`src/rtl/uart_defs.sv`:
```
// Shared UART framing definitions: state encoding and frame constants,
// kept separate so a transmitter can reuse them.
package uart_defs;
  localparam int OVERSAMPLE = 16;
  localparam int DATA_BITS  = 8;

  typedef enum logic [1:0] {
    IDLE  = 2'd0,
    START = 2'd1,
    DATA  = 2'd2,
    STOP  = 2'd3
  } uart_state_e;
endpackage

```
`src/rtl/baud_gen.sv`:
```
// Free-running 16x oversampling tick generator: one-clk pulse every DIV clocks.
module baud_gen
  import uart_defs::*;
#(
  parameter int CLK_FREQ = 50_000_000,
  parameter int BAUD     = 19_200
) (
  input  logic clk,
  input  logic rst_n,
  output logic tick
);
  localparam int DIV_RAW = CLK_FREQ / (BAUD * OVERSAMPLE);
  localparam int DIV     = (DIV_RAW < 1) ? 1 : DIV_RAW;
  localparam int CW      = (DIV > 1) ? $clog2(DIV) : 1;
  localparam logic [CW-1:0] TOP = CW'(DIV - 1);

  logic [CW-1:0] cnt_q;

  always_ff @(posedge clk or negedge rst_n) begin
    if (!rst_n)           cnt_q <= '0;
    else if (cnt_q == TOP) cnt_q <= '0;
    else                  cnt_q <= cnt_q + CW'(1);
  end

  // With DIV = 1 the counter sits at 0 and the tick is permanently high.
  assign tick = (cnt_q == TOP);
endmodule

```
`src/rtl/uart_rx.sv`:
```
// 8N1 UART receiver with 16x oversampling, mid-bit sampling and
// start-bit glitch rejection.
module uart_rx
  import uart_defs::*;
#(
  parameter int CLK_FREQ = 50_000_000,
  parameter int BAUD     = 19_200
) (
  input  logic       clk,
  input  logic       rst_n,
  input  logic       rx,
  output logic [7:0] rx_data,
  output logic       rx_done,
  output logic       frame_err,
  output logic       busy
);
  localparam logic [3:0] SAMP_MID  = 4'(OVERSAMPLE / 2 - 1);
  localparam logic [3:0] SAMP_LAST = 4'(OVERSAMPLE - 1);
  localparam logic [2:0] BIT_LAST  = 3'(DATA_BITS - 1);

  logic        tick;
  logic [1:0]  sync_q;
  logic        rx_s;
  uart_state_e state_q;
  logic [3:0]  samp_q;
  logic [2:0]  bit_q;
  logic [7:0]  shreg_q;
  logic [7:0]  rx_data_q;
  logic        done_q, ferr_q, busy_q;

  baud_gen #(.CLK_FREQ(CLK_FREQ), .BAUD(BAUD)) u_baud_gen (
    .clk   (clk),
    .rst_n (rst_n),
    .tick  (tick)
  );

  assign rx_s = sync_q[1];

  always_ff @(posedge clk or negedge rst_n) begin
    if (!rst_n) begin
      sync_q    <= 2'b11;
      state_q   <= IDLE;
      samp_q    <= '0;
      bit_q     <= '0;
      shreg_q   <= '0;
      rx_data_q <= '0;
      done_q    <= 1'b0;
      ferr_q    <= 1'b0;
      busy_q    <= 1'b0;
    end else begin
      sync_q <= {sync_q[0], rx};
      done_q <= 1'b0;
      ferr_q <= 1'b0;
      case (state_q)
        // No tick qualification here so a start edge right after STOP is caught.
        IDLE: if (!rx_s) begin
          state_q <= START;
          samp_q  <= '0;
          busy_q  <= 1'b1;
        end
        START: if (tick) begin
          if (samp_q == SAMP_MID) begin
            samp_q <= '0;
            bit_q  <= '0;
            if (!rx_s) state_q <= DATA;
            else begin
              state_q <= IDLE;
              busy_q  <= 1'b0;
            end
          end else begin
            samp_q <= samp_q + 4'd1;
          end
        end
        DATA: if (tick) begin
          samp_q <= samp_q + 4'd1;
          if (samp_q == SAMP_LAST) begin
            shreg_q <= {rx_s, shreg_q[7:1]};
            bit_q   <= bit_q + 3'd1;
            if (bit_q == BIT_LAST) state_q <= STOP;
          end
        end
        STOP: if (tick) begin
          samp_q <= samp_q + 4'd1;
          if (samp_q == SAMP_LAST) begin
            if (rx_s) begin
              rx_data_q <= shreg_q;
              done_q    <= 1'b1;
            end else begin
              ferr_q <= 1'b1;
            end
            state_q <= IDLE;
            busy_q  <= 1'b0;
          end
        end
        default: begin
          state_q <= IDLE;
          busy_q  <= 1'b0;
        end
      endcase
    end
  end

  assign rx_data   = rx_data_q;
  assign rx_done   = done_q;
  assign frame_err = ferr_q;
  assign busy      = busy_q;
endmodule

```
`config.mk`:
```
export PLATFORM = sky130hd
export DESIGN_NAME = uart_rx
export DESIGN_NICKNAME = d
export VERILOG_FILES = /design/src/rtl/uart_defs.sv /design/src/rtl/baud_gen.sv /design/src/rtl/uart_rx.sv
export SDC_FILE = /design/constraint.sdc
export NUM_CORES = 1
export LEC_CHECK = 0
export ABC_CLOCK_PERIOD_IN_PS = 2700
export CORE_ASPECT_RATIO = 1.2
export CORE_UTILIZATION = 35
export DETAILED_ROUTE_END_ITERATION = 10
export GPL_ROUTABILITY_DRIVEN = 0
export REMOVE_ABC_BUFFERS = 1
export SETUP_SLACK_MARGIN = 0.2
export SYNTH_ARGS = -nofsm -noshare
export SYNTH_HDL_FRONTEND = slang
export SYNTH_SLANG_ARGS = --single-unit
export TNS_END_PERCENT = 1
```
`constraint.sdc`:
```
create_clock -name clk -period 2.7 [get_ports clk]
set_input_delay 0.405 -clock clk [delete_from_list [all_inputs] [get_ports clk]]
set_output_delay 0.405 -clock clk [all_outputs]
set_load 0.01 [all_outputs]
```
== Word level (Yosys, flattened, before mapping) ==
Index checks and enable logic that the tools add are counted.
W data, S select, Z words.

* Flip-flop bits (word level): 38
* Input port bits: 3
* Logic and storage cells: 76

* Add/subtract/negate cells: 3
* Eq/ne operators: 17
* Multiplexer cells: 36
* Reductions and logical operators: 10

{| class="wikitable"
|+ Operator list
! cell !! number
|-
| $mux W2 || 9
|-
| $ne A2 B2 Y1 const B || 9
|-
| $mux W4 || 4
|-
| $mux W1 || 14
|-
| $mux W3 || 4
|-
| $pmux W4 S3 || 1
|-
| $add A8 B1 Y8 const B || 1
|-
| $eq A8 B8 Y1 const B || 1
|-
| $mux W8 || 1
|-
| $pmux W2 S4 || 1
|-
| $reduce_and A8 Y1 || 1
|-
| $reduce_and A7 Y1 || 1
|-
| $pmux W3 S2 || 1
|-
| $reduce_and A3 Y1 || 2
|-
| $reduce_and A5 Y1 || 1
|-
| $add A4 B1 Y4 const B || 1
|-
| $eq A2 B2 Y1 const B || 2
|-
| $eq A4 B3 Y1 const B || 1
|-
| $eq A4 B4 Y1 const B || 1
|-
| $reduce_and A4 Y1 || 1
|-
| $add A3 B1 Y3 const B || 1
|-
| $eq A3 B3 Y1 const B || 1
|-
| $pmux W1 S3 || 1
|-
| $reduce_bool A3 Y1 || 1
|-
| 5 further kinds || 5
|}

== Depth between registers and ports, before layout ==
* Depth after elaboration: 5
* Depth in mapped cells: 7

== Modules after synthesis ==
A second synthesis with hierarchy kept.

* Cell total of the unflattened synthesis: 139
* Area, all modules: 1785.5 um^2

{| class="wikitable"
|+ By module, submodules not included
! module !! times used !! cells an instance !! area an instance (um^2) !! sequential area each (um^2)
|-
| uart_rx || 1 || 102 || 1378.8 || 753.2
|-
| baud_gen || 1 || 37 || 406.6 || 200.2
|}

== Worst setup path after synthesis ==
No wires, ideal clock.

* Kind: register -> register
* Start: register u_baud_gen.cnt_q[1]
* End: register rx_data_q[0], in the netlist rx_data[0]
* Arrival time: 1.869 ns
* Data required time: 2.575 ns
* Setup slack: 0.706 ns
* Cell stages (with the launch flop): 8
* Path buffers: 1
* Clock period less this slack: 1.994 ns
* Path through: dfrtp_1 inv_1 ha_1 nor3b_4 nand2_4 or4_4 buf_6 mux2_4

* Longest elaborated chain between the ends: 2

{| class="wikitable"
|+ Ends and longest elaborated chain
! element !! line !! source
|-
| from (decl) || baud_gen.sv:17 || <nowiki>logic [CW-1:0] cnt_q;</nowiki>
|-
| from (signal assigned) || baud_gen.sv:22 || <nowiki>else cnt_q <= cnt_q + CW'(1);</nowiki>
|-
| $eq A8 B8 Y1 || baud_gen.sv:26 || <nowiki>assign tick = (cnt_q == TOP);</nowiki>
|-
| $reduce_and A4 Y1 (no source line) || n/a ||
|-
| to (signal assigned) || uart_rx.sv:86 || <nowiki>rx_data_q <= shreg_q;</nowiki>
|-
| to (decl) || uart_rx.sv:28 || <nowiki>logic [7:0] rx_data_q;</nowiki>
|}

Every way passes these cells.
A chain may end at the register's enable or synchronous reset.

== Final worst setup path ==
* Start: register u_baud_gen.cnt_q[1]
* End: register rx_data_q[2], in the netlist rx_data[2]

The elaborated chain is that of the path after synthesis.

==> results.md <==
- Ys Warns: 0
- P_leak: ~0.00096 uW
- Post-synthesis sequential area ratio: 54.7%
- Worst Setup End Kind: flip-flop
- Vias post-DR: 1058
- Post-DRT Antenna Nets: 0
- Fin cells: 213
- HP Class: in -> async
- Die X: about 66 um
- Pins Over Slew Limit: 0
- Worst Skew: 9.90 ps
- Final Power: 1180 uW
- Worst-case clock buffer depth: 2
- Fin crit share: between 70% and 80%
- Remaining DRCs: 0
- Startpoint types: flip-flop
- Layout cells sized above 1: a little over a fifth
- Clk Latency, worst-skew pair: 290 ps
- Post-synth EDFFs: 0
- Worst Tran Pin Value: 815 ps
- Ports: 14
- RSZ-0062 raised after global routing: no
- Gr ovfl total: 0
- Post-DP HPWL: 2020 um
- R2r endpoint: rx_data[2]
- Fin. Hold Viols: 0
- Largest net degree at the start of global routing: 39
- Critical path required time: roughly 2900 ps
- Flop pwr share: 48.8%
- Initial cell density of the core: 37.1%
- Inserted Clock Buffers: 5
- Total Nets Final: 162
- CTS root buffer: clkbuf_8
- Fmax: 0.478 GHz
- Crit-path cells: inv_1 -> ha_1 -> nor3b_4 -> nand2_4 -> or4_4 -> mux2_4
- CP max FO: 9
- First-pass GRT wire length: 4830 um
- Synth unique cells: 36
- Mapped Avg Cell Area: ~13 sq um
- # rows: 27
- Overall die area: 0.00526 sq mm
- Syn-to-layout area delta: 18.2%
- R2R cell count: 6
- Diode count: 0
- Total Wirelength: about 2700 um
- Synth Cell Area: 0.00174 sq mm
- Combinational share of power: 1.1%
- CTS tree: yes
- Critical path's slowest cell: or4_4
- Minimum clock period: 2090 ps
- Wirelength per Cell: ~13 um
- Final setup TNS: 0 ps
- Status: completed
- FF-to-FF setup slack: around 600 ps
- I/O Buffers: 13
- Cells after synthesis: 138
- Drt pass-1 iters: 4
- Core area: 0.00470 sq mm
- Seq cells post-synth: 38
- Setup bufs post-CTS: 0
- Peak supply drop: 0.000321 V
- Critical path class: reg -> reg
- Die height: approximately 79 um
- Ys async rst share: 100%
- Vias in the first global route: 1066
- Total GRT Usage: between 10% and 20%
- DR iter-0 viols: 47
- DP Area: approximately 0.0019 sq mm
- Slew HR: a little under half
- CP peak stage delay: approximately 640 ps
- # setup viols final: 0
- Cts hold-fix bufs: 0
- Critical Path Start: u_baud_gen.cnt_q[1]
- Main synth FF type: dfrtp_1
- Clock transition at path regs: 80 ps
- Max Cap Viol: 0
- Critical R2R Launch: u_baud_gen.cnt_q[1]
- Net Sw Frac: roughly 18%
- Worst EP arrival: 2260 ps
- Clock power frac: 50.1%
- CTS Sinks: 38
- Via/cell ratio: approximately 5
- Total power per unit cell area: 571 mW/mm^2
- CTS resizes: 0
- Switch Pwr: 207 uW
- H-tree Lvls: 2
- Power Internal: 968 uW
- Final Cell Area: 0.00206 sq mm
- Placed instance count: 205
- Initial antenna violation count: 0
==> sequential cells by signal, indices dropped and copies added (netlist names), named ones only <==
name,flops
samp_q,4
frame_err,1
rx_done,1
u_baud_gen.cnt_q,8
shreg_q,8
state_q,1
bit_q,3
busy,1
rx_data,8
sync_q,2
==> cell usage after synthesis (all sizes together) (2+ instances only) <==
cell type / count / share of area (%)
clkbuf: 3 / 0.65
mux2i: 4 / 2.3
ha: 5 / 3.6
dfrtp: 36 / 52
o22ai: 3 / 1.1
xor2: 4 / 2.0
mux2: 16 / 12
o21ai: 4 / 1.1
nor3: 2 / 0.57
nand2b: 2 / 0.72
a31oi: 6 / 2.2
xnor2: 4 / 2.0
dfstp: 2 / 3.0
inv: 5 / 1.1
nand2: 12 / 3.0
nand3: 5 / 1.4
and2: 2 / 0.79
nand4: 2 / 0.72
and3: 2 / 0.72
nor2: 6 / 1.3
nor4: 2 / 1.6
==> cell type report <==
cell class	instances	area, sq um
clock buffers	6	82.6
clock inverters	2	60.1
fillers	432	2640
inverters	5	18.8
multi-input cells	91	747
flip-flops and latches	38	953
well taps	58	72.6
repair buffers	13	125
==> cells in the final DEF, fill, tap and decap left out, types with 2 or more instances in the layout <==
cell type / Yosys / final
a31oi_1: 6 / 6
and3_1: 2 / 2
bufinv_16: 0 / 2
clkbuf_8: 0 / 6
clkdlybuf4s50_1: 0 / 12
dfrtp_1: 36 / 36
dfstp_2: 2 / 2
ha_1: 5 / 5
inv_1: 5 / 5
mux2_2: 8 / 8
mux2_4: 8 / 8
mux2i_1: 4 / 4
nand2_1: 11 / 11
nand2b_1: 2 / 2
nand3_1: 5 / 5
nand4_1: 2 / 2
nor2_1: 6 / 6
nor3_1: 2 / 2
o21ai_0: 4 / 4
o22ai_1: 3 / 3
xnor2_1: 4 / 4
xor2_1: 4 / 4
==> metrics by stage <==
stage	hold WS (ps)	worst slack [ps]	utilization (%)
detailed placement	348	603	40.8
global placement	346	655	40.8
global route	264	502	43.9
floorplan	109	730	-
finish	210	607	43.9
CTS	233	600	43.9
==> routing by layer <==
layer | wire length (um) | share of wire, % | up-vias | global-route usage [%]
met2 | 1370 | 50 | 22 | 20.4
met3 | 101 | 3.7 | 3 | 3.88
li1 | - | - | 517 | -
met5 | 0 | 0 | - | 0
met1 | 1240 | 45 | 516 | 14.5
met4 | 34 | 1.2 | 0 | 3.83
==> power groups by stage <==
stage / logic [uW] / registers [uW] / clock network, uW
after floorplan: 1.03 / 584 / 0
after global placement: 14.1 / 584 / 0
after detailed placement: 14.6 / 585 / 0
after CTS: 14.6 / 573 / 608
after global routing: 16.3 / 574 / 637
final: 13.5 / 574 / 588
==> logic make-up (layout without fill, tap and decap cells) <==
logic type | count (synthesis) | in the layout | synth area share (%)
xor+xnor | 8 | 8 | 4.02
mux | 20 | 20 | 14.4
compound gates | 16 | 16 | 5.75
simple gates | 42 | 42 | 15.2
flops | 38 | 38 | 54.7
buf+inv | 9 | 26 | 2.37
fa+ha+maj | 5 | 5 | 3.59
==> worst max-delay path: cells and delay by family (launching register included) <==
family	cells	cell delay [ps]
AND/OR/NAND/NOR	3	1050
flip-flops	1	410
multiplexers	1	330
adder cells (fa/ha/maj)	1	130
buffers and inverters	1	70
==> how the worst max path moves through the flow <==
| stage | end | depth (start not counted) | slack, ps |
|---|---|---|---|
| final | rx_data[2] | 6 | 610 |
| after global placement | rx_data[7] | 6 | 650 |
| after detailed placement | shreg_q[4] | 6 | 600 |
| after floorplan | rx_data[0] | 6 | 730 |
| after global routing | shreg_q[4] | 6 | 500 |
| after CTS | rx_data[2] | 6 | 600 |
No activity file was read; power rests on OpenSTA's default activity.
